[src/rtl/lfsr_pkg.sv]
// lfsr_pkg: shared FSM states, default feedback mask and Galois LFSR helpers
package lfsr_pkg;

    typedef enum logic [2:0] {IDLE, WRITE, READ, DRAIN, DONE} state_t;

    localparam logic [31:0] DEFAULT_TAPS = 32'h80200003;

    // Helpers work on 64-bit containers so any word width below 64 can reuse them
    function automatic logic [63:0] fix_seed(input logic [63:0] s);
        return (s == '0) ? 64'd1 : s;
    endfunction

    function automatic logic [63:0] lfsr_step(input logic [63:0] s, input logic [63:0] taps);
        return s[0] ? ((s >> 1) ^ taps) : (s >> 1);
    endfunction

endpackage

[src/rtl/lfsr_core.sv]
// lfsr_core: Galois LFSR register with seed load (zero seed forced to 1) and step enable
module lfsr_core
    import lfsr_pkg::*;
#(
    parameter int                    DATA_WIDTH = 32,
    parameter logic [DATA_WIDTH-1:0] TAPS       = DATA_WIDTH'(DEFAULT_TAPS)
) (
    input  logic                  clk_i,
    input  logic                  rst_i,
    input  logic                  load_i,
    input  logic                  en_i,
    input  logic [DATA_WIDTH-1:0] seed_i,
    output logic [DATA_WIDTH-1:0] state_o
);

    logic [63:0] seeded;
    logic [63:0] stepped;
    logic        unused_hi;

    assign seeded    = fix_seed(64'(seed_i));
    assign stepped   = lfsr_step(64'(state_o), 64'(TAPS));
    assign unused_hi = ^{seeded[63:DATA_WIDTH], stepped[63:DATA_WIDTH]};

    always_ff @(posedge clk_i or posedge rst_i) begin
        if (rst_i)
            state_o <= '0;
        else if (load_i)
            state_o <= seeded[DATA_WIDTH-1:0];
        else if (en_i)
            state_o <= stepped[DATA_WIDTH-1:0];
    end

endmodule

[src/rtl/lfsr_ram_filler.sv]
// lfsr_ram_filler: fills RAM[0..FILL_DEPTH-1] with an LFSR sequence from a seed.
// Define LFSR_FILL_READBACK_EN to add readback of the filled words and a mismatch counter.
module lfsr_ram_filler
    import lfsr_pkg::*;
#(
    parameter int                    DATA_WIDTH = 32,
    parameter int                    ADDR_WIDTH = 32,
    parameter int                    FILL_DEPTH = 1000,
    parameter logic [DATA_WIDTH-1:0] TAPS       = DATA_WIDTH'(DEFAULT_TAPS)
) (
    input  logic                  clk_i,
    input  logic                  rst_i,
    input  logic                  start_i,
    input  logic [DATA_WIDTH-1:0] seed_i,
    output logic                  ram_we_o,
    output logic                  ram_rd_o,
    output logic [ADDR_WIDTH-1:0] ram_addr_o,
    output logic [DATA_WIDTH-1:0] ram_data_o,
    input  logic [DATA_WIDTH-1:0] ram_data_i,
    output logic                  busy_o,
    output logic                  done_o,
    output logic [ADDR_WIDTH-1:0] err_cnt_o
);

    localparam logic [ADDR_WIDTH-1:0] LAST = ADDR_WIDTH'(FILL_DEPTH - 1);

    state_t                  state;
    logic [ADDR_WIDTH-1:0]   addr;
    logic [DATA_WIDTH-1:0]   lfsr;
    logic [DATA_WIDTH-1:0]   load_seed;
    logic                    load;
    logic                    en;
    logic                    last;

    assign last = addr == LAST;

`ifdef LFSR_FILL_READBACK_EN
    logic [DATA_WIDTH-1:0] seed_q;
    logic [DATA_WIDTH-1:0] exp_q;
    logic                  cmp_q;
    logic [ADDR_WIDTH-1:0] err_q;
    // The last write reloads the captured seed so readback regenerates the same sequence
    assign load      = (state == IDLE && start_i) || (state == WRITE && last);
    assign load_seed = (state == IDLE) ? seed_i : seed_q;
    assign en        = state == WRITE || state == READ;
    assign ram_rd_o  = state == READ;
    assign err_cnt_o = err_q;
`else
    logic unused_rd;
    assign load      = state == IDLE && start_i;
    assign load_seed = seed_i;
    assign en        = state == WRITE;
    assign ram_rd_o  = 1'b0;
    assign err_cnt_o = '0;
    assign unused_rd = ^ram_data_i;
`endif

    assign ram_we_o   = state == WRITE;
    assign ram_addr_o = (ram_we_o || ram_rd_o) ? addr : '0;
    assign ram_data_o = ram_we_o ? lfsr : '0;
    assign busy_o     = state != IDLE;
    assign done_o     = state == DONE;

    lfsr_core #(
        .DATA_WIDTH(DATA_WIDTH),
        .TAPS      (TAPS)
    ) u_lfsr (
        .clk_i  (clk_i),
        .rst_i  (rst_i),
        .load_i (load),
        .en_i   (en),
        .seed_i (load_seed),
        .state_o(lfsr)
    );

    always_ff @(posedge clk_i or posedge rst_i) begin
        if (rst_i) begin
            state <= IDLE;
            addr  <= '0;
`ifdef LFSR_FILL_READBACK_EN
            seed_q <= '0;
            exp_q  <= '0;
            cmp_q  <= 1'b0;
            err_q  <= '0;
`endif
        end else begin
            case (state)
                IDLE: if (start_i) begin
                    state <= WRITE;
                    addr  <= '0;
`ifdef LFSR_FILL_READBACK_EN
                    seed_q <= seed_i;
                    err_q  <= '0;
`endif
                end
                WRITE: if (last) begin
                    addr <= '0;
`ifdef LFSR_FILL_READBACK_EN
                    state <= READ;
`else
                    state <= DONE;
`endif
                end else begin
                    addr <= addr + 1'b1;
                end
`ifdef LFSR_FILL_READBACK_EN
                READ: if (last) state <= DRAIN;
                      else addr <= addr + 1'b1;
                DRAIN: state <= DONE;
`endif
                DONE: state <= IDLE;
                default: state <= IDLE;
            endcase
`ifdef LFSR_FILL_READBACK_EN
            // Read data arrives one cycle late, so the expected word is delayed to match
            cmp_q <= state == READ;
            exp_q <= lfsr;
            if (cmp_q && ram_data_i != exp_q && err_q != '1)
                err_q <= err_q + 1'b1;
`endif
        end
    end

endmodule
[config.mk]
export PLATFORM = sky130hd
export DESIGN_NAME = lfsr_ram_filler
export DESIGN_NICKNAME = d
export VERILOG_FILES = /design/src/rtl/lfsr_pkg.sv /design/src/rtl/lfsr_core.sv /design/src/rtl/lfsr_ram_filler.sv
export SDC_FILE = /design/constraint.sdc
export NUM_CORES = 1
export LEC_CHECK = 0
export CELL_PAD_IN_SITES_DETAIL_PLACEMENT = 1
export CELL_PAD_IN_SITES_GLOBAL_PLACEMENT = 2
export CORE_ASPECT_RATIO = 1.1
export CORE_UTILIZATION = 25
export CTS_CLUSTER_SIZE = 28
export DETAILED_ROUTE_END_ITERATION = 7
export PLACE_DENSITY_LB_ADDON = 0.1
export SYNTH_ARGS = -nofsm -noshare
export SYNTH_HDL_FRONTEND = slang
export SYNTH_HIERARCHICAL = 1
export SYNTH_SLANG_ARGS = --single-unit
[constraint.sdc]
create_clock -name clk_i -period 3.1 [get_ports clk_i]
set_input_delay 0.62 -clock clk_i [delete_from_list [all_inputs] [get_ports clk_i]]
set_output_delay 0.62 -clock clk_i [all_outputs]
set_load 0.005 [all_outputs]
Word-level counts from Yosys, hierarchy flattened
Index checks and enable logic that the tools add are counted.
Operators by class
  $add $sub $neg: 1
  equal/unequal tests: 5
  mux-type cells: 12
  bitwise gates (word level): 1
  reduce and logical (&&, ||, !) cells: 8
Operators with widths (count)
  $mux W32: 8
  $pmux W32 S2: 1
  $add A32 B1 Y32 const B: 1
  $eq A32 B10 Y1 const B: 1
  $logic_not A32 Y1: 1
  $mux W3: 2
  $pmux W3 S2: 1
  $not A3 Y4: 1
  $reduce_and A2 Y1: 2
  $reduce_bool A2 Y1: 2
  $eq A3 B1 Y1 const B: 1
  $eq A3 B3 Y1 const B: 1
  $logic_not A3 Y1: 1
  $reduce_bool A3 Y1: 1
  $ne A2 B1 Y1 const B: 1
  $ne A2 B2 Y1 const B: 1
  $logic_and A1 B1 Y1: 1
Storage, ports and cells
  bits in registers: 67
  bits of input ports: 67
  output and inout port bits: 100
  word-level logic and storage cells: 30

Depth between registers and ports, before layout
Gate-level depths: netlist (run 1).
  depth in word-level cells: 4
  gate-level depth with buffers: 9
  gate-level depth less buffers: 6

Cells and area by module
The synthesis (run 1) kept the hierarchy.
By module, submodules not included
  lfsr_ram_filler: instances 1, cells each 334, area each 2672.6 µm², seq. area each 850.8 µm²
  lfsr_core: instances 1, cells each 156, area each 1597.8 µm², seq. area each 800.8 µm²

Least setup slack after synthesis (run 1)
OpenSTA, ideal clock, no wires.
  kind: flip-flop to output port
  start point: register, netlist name addr[15]
  end point: output ram_addr_o[27]
  arrival: 2.095 ns
  data required time: 2.480 ns
  setup slack: 0.385 ns
  cell stages (with the launch flop): 8
  path buffers: 3
  cells stage by stage: dfrtp_1 -> buf_6 -> or4_1 -> or4_4 -> o21a_1 -> buf_6 -> buf_2 -> and2_1
RTL lines
  end, declared: RTL line lfsr_ram_filler.sv:17  | output logic [ADDR_WIDTH-1:0] ram_addr_o,

==> results of run 1 <==
[cell usage after synthesis, types with 2 or more instances]
library cell | n | area share
a21o_1 | 4 | 0.0070
a21oi_1 | 13 | 0.015
a31oi_1 | 20 | 0.029
a41oi_1 | 6 | 0.012
and2_1 | 58 | 0.085
and3_1 | 3 | 0.0044
and4_1 | 2 | 0.0041
buf_2 | 5 | 0.0059
buf_4 | 34 | 0.060
buf_6 | 7 | 0.018
clkbuf_1 | 20 | 0.018
dfrtp_1 | 66 | 0.39
ha_1 | 2 | 0.0059
inv_1 | 11 | 0.0097
mux2i_1 | 29 | 0.068
nand2_1 | 62 | 0.054
nand2b_1 | 3 | 0.0044
nand3_1 | 17 | 0.020
nand4_1 | 9 | 0.013
nor2_1 | 18 | 0.016
nor2b_1 | 2 | 0.0029
nor3_1 | 5 | 0.0059
nor4_1 | 8 | 0.012
nor4_2 | 5 | 0.015
o211ai_1 | 4 | 0.0070
o21a_1 | 2 | 0.0035
o21ai_0 | 43 | 0.050
or3_1 | 2 | 0.0029
or4_1 | 5 | 0.0088
xnor2_1 | 3 | 0.0062
xor2_1 | 2 | 0.0041
[critical path, delay by kind of cell (launching register included)]
family                 cells  cell delay (ns)
buffers and inverters      1             0.19
and+or+nand+nor            3             1.26
DFF                        1             0.38
AOI/OAI and AO/OA          1             0.20
[cells by family after synthesis]
| kind of cell | count (synthesis) | synth area share |
|---|---|---|
| other cells | 1 | 0.000878 |
| mux | 29 | 0.0680 |
| fa+ha+maj | 2 | 0.00586 |
| flops | 66 | 0.387 |
| xor+xnor | 5 | 0.0103 |
| buf+inv | 78 | 0.115 |
| simple gates | 205 | 0.261 |
| compound gates | 104 | 0.152 |
[sequential cells by signal (all words and copies together) (netlist names)]
name,count
state,2
u_lfsr/state_o,32
addr,32
[how the worst max path moves through the flow]
stage	from	to	slack, ns
3_5_place_dp	addr[18]	ram_addr_o[27]	0.14
6_report	addr[18]	ram_addr_o[27]	0.12
4_1_cts	addr[1]	ram_addr_o[27]	0.02
3_3_place_gp	addr[18]	ram_addr_o[27]	0.13
2_1_floorplan	addr[15]	ram_addr_o[27]	0.39
5_1_grt	addr[17]	ram_addr_o[27]	0.03
[area by class of cell]
class	instances	area, sq um
clock buffers	13	250
clock inverters	3	15.0
repair buffers	133	1280
multi-input cells	378	2260
inverters	11	42.5
flip-flops and latches	66	1650
fillers	1945	10800
well taps	204	255
[routing by layer]
layer | GRT usage | vias up
met2 | 0.277 | 78
met4 | 0.0520 | 0
li1 | - | 1878
met3 | 0.0401 | 12
met5 | 0 | -
met1 | 0.201 | 1889
[what timing repair did]
item / in CTS / in global routing
setup endpoints to repair: 1 / 1
setup buffers: 2 / 0
gates cloned: 0 / 0
resized for setup: 5 / 0
pin swaps: 3 / 3
[metrics by stage]
step | utilization | total power [mW] | setup WS [ns]
after CTS | 0.347 | 3.31 | 0.0232
after floorplan | - | 1.72 | 0.385
final | 0.347 | 3.25 | 0.117
after global routing | 0.347 | 3.46 | 0.0300
after global placement | 0.330 | 2.32 | 0.133
after detailed placement | 0.330 | 2.33 | 0.141
[power by group]
| part | switching (mW) | internal (mW) | leakage [nW] |
|---|---|---|---|
| Clock | 0.382 | 0.560 | 0.133 |
| Combinational | 0.355 | 0.671 | 1.57 |
| Sequential | 0.192 | 1.09 | 0.787 |
==> results.py, run 1 <==
metrics = {
    "yosys": {
        "synth_seq_cells": 66,
        "synth_cell_types": 51,
        "synthCells": 490,
        "yosysWarnings": 6,
        "synthArstFlopShare": 1.00,
        "synth_area_sq_um": 4270,
        "syn_area_per_cell_sq_um": 8.71,
        "synth_edf_count": 0,
        "ys_seq_area_frac": 0.387,
        "synth_ff_type": "dfrtp_1",
    },
    "timing": {
        "holdWs_ns": 0.541,
        "setup_viol": 0,
        "drv_slew": 0,
        "rsz0062_at_grt": "false",
        "skew_ns": 0.00759,
        "tns_ns": 0,
        "worst_slew_pin_slew_ns": 0.616,
        "fin_crit_ns": 2.98,
        "hold_viol": 0,
        "finalCritPeriodShare": 0.962,
        "relSlewSlack": 0.586,
        "fmax_mhz": 335,
    },
    "place": {
        "dpl_cell_area_sq_um": 5460,
        "detailed_place_hpwl_mm": 9.90,
        "place_inst": 790,
        "gp_congestion": 0.759,
        "port_buffers": 101,
    },
    "setup_path": {
        "cpPeakStageDelay_ns": 0.56,
        "critPathCaptureType": "output pin",
        "cp_data_arrival_time_ns": 2.36,
        "critPathMaxFanout": 2,
        "worstRegToRegCells": 6,
        "crit_top_cell": "or4_4",
        "slowest_stage": "or4_4",
        "r2r-start": "addr[18]",
        "crit_chain": "or4_4, or4_4, o21a_1, and2_4, clkdlybuf4s15_1",
        "rrSetupSlack_ns": 0.58,
        "worstPathRequired_ns": 2.48,
        "reg2reg_to": "addr[28]",
        "crit_type": "flip-flop to output pin",
        "cp-start-kind": "flip-flop",
    },
    "route": {
        "vias_per_cell": 4.77,
        "num_vias": 3857,
        "firstDrtPassIters": 4,
        "drt-total-wl_mm": 13.7,
        "drcViolationCount": 0,
        "wire_per_inst_um": 16.9,
        "dr_wl_met2_mm": 6.73,
        "wl_met1_mm": 6.07,
        "route.met3.wl_um": 668,
        "ant_nets": 0,
        "drt-initial-drc-count": 182,
        "topRoutingLayerUsed": "met4",
    },
    "power_and_ir_drop": {
        "vdd_drop_max_mv": 0.315,
        "power_leakage_nw": 2.49,
        "power.density_nw_per_um2": 565,
    },
    "clock_tree": {
        "ctsHtreeMaxLevel": 3,
        "path_clk_slew_ns": 0.05,
        "ctsHoldBuffers": 0,
        "cts_buffers": 9,
        "clock_sinks": 66,
        "clockBufferDepth": 2,
        "cts-root-buf": "clkbuf_16",
        "clk_latency_ns": 0.33,
        "cts_tree": "done",
    },
    "worst_hold_path": {
        "hold_class": "flip-flop to flip-flop",
        "worstHoldStart": "addr[30]",
        "min_to": "addr[30]",
        "hold_depth": 1,
    },
    "floorplanning": {
        "initial_core_util": 0.258,
        "fp.dieW_um": 127,
        "core_area_sq_um": 16600,
        "num_rows": 49,
        "die-area_sq_um": 17600,
        "num_io_pins": 167,
        "die_h_um": 139,
    },
    "global_routing": {
        "grt_pass1_vias": 4190,
        "globalRouteTotalUtil": 0.163,
        "antenna_found_initial": 0,
        "grt_pass1_wl_mm": 22.6,
        "grt_max_degree": 65,
        "overflow": 0,
    },
    "layout": {
        "final_cell_mix": "100 x clkdlybuf4s50_1, 66 x dfrtp_1, 62 x nand2_1",
        "design_area_sq_um": 5750,
        "diodes": 0,
        "drive_above_1_share": 0.103,
        "fin_cells": 808,
        "mostFrequentLayoutCell": "clkdlybuf4s50_1",
        "area.growth.synth_to_final_pct": 34.6,
        "nets": 668,
    },
    "job": {
        "max_cap_violations": 0,
    },
    "status": {
        "status": "completed",
    },
}
Note: power is estimated with default switching activity, not from simulation.
==> run 2: changes to the inputs <==
Settings changed: SLEW_MARGIN from default to 20.
==> results of run 2 <==
Final layout, timing and power as in run 1 (identical DEF).
==> run 3: changes to the inputs <==
Settings changed: CTS_CLUSTER_DIAMETER from default to 50, GPL_ROUTABILITY_DRIVEN from default to 0.
==> results of run 3 <==
Final layout, timing and power as in run 1 (identical DEF).
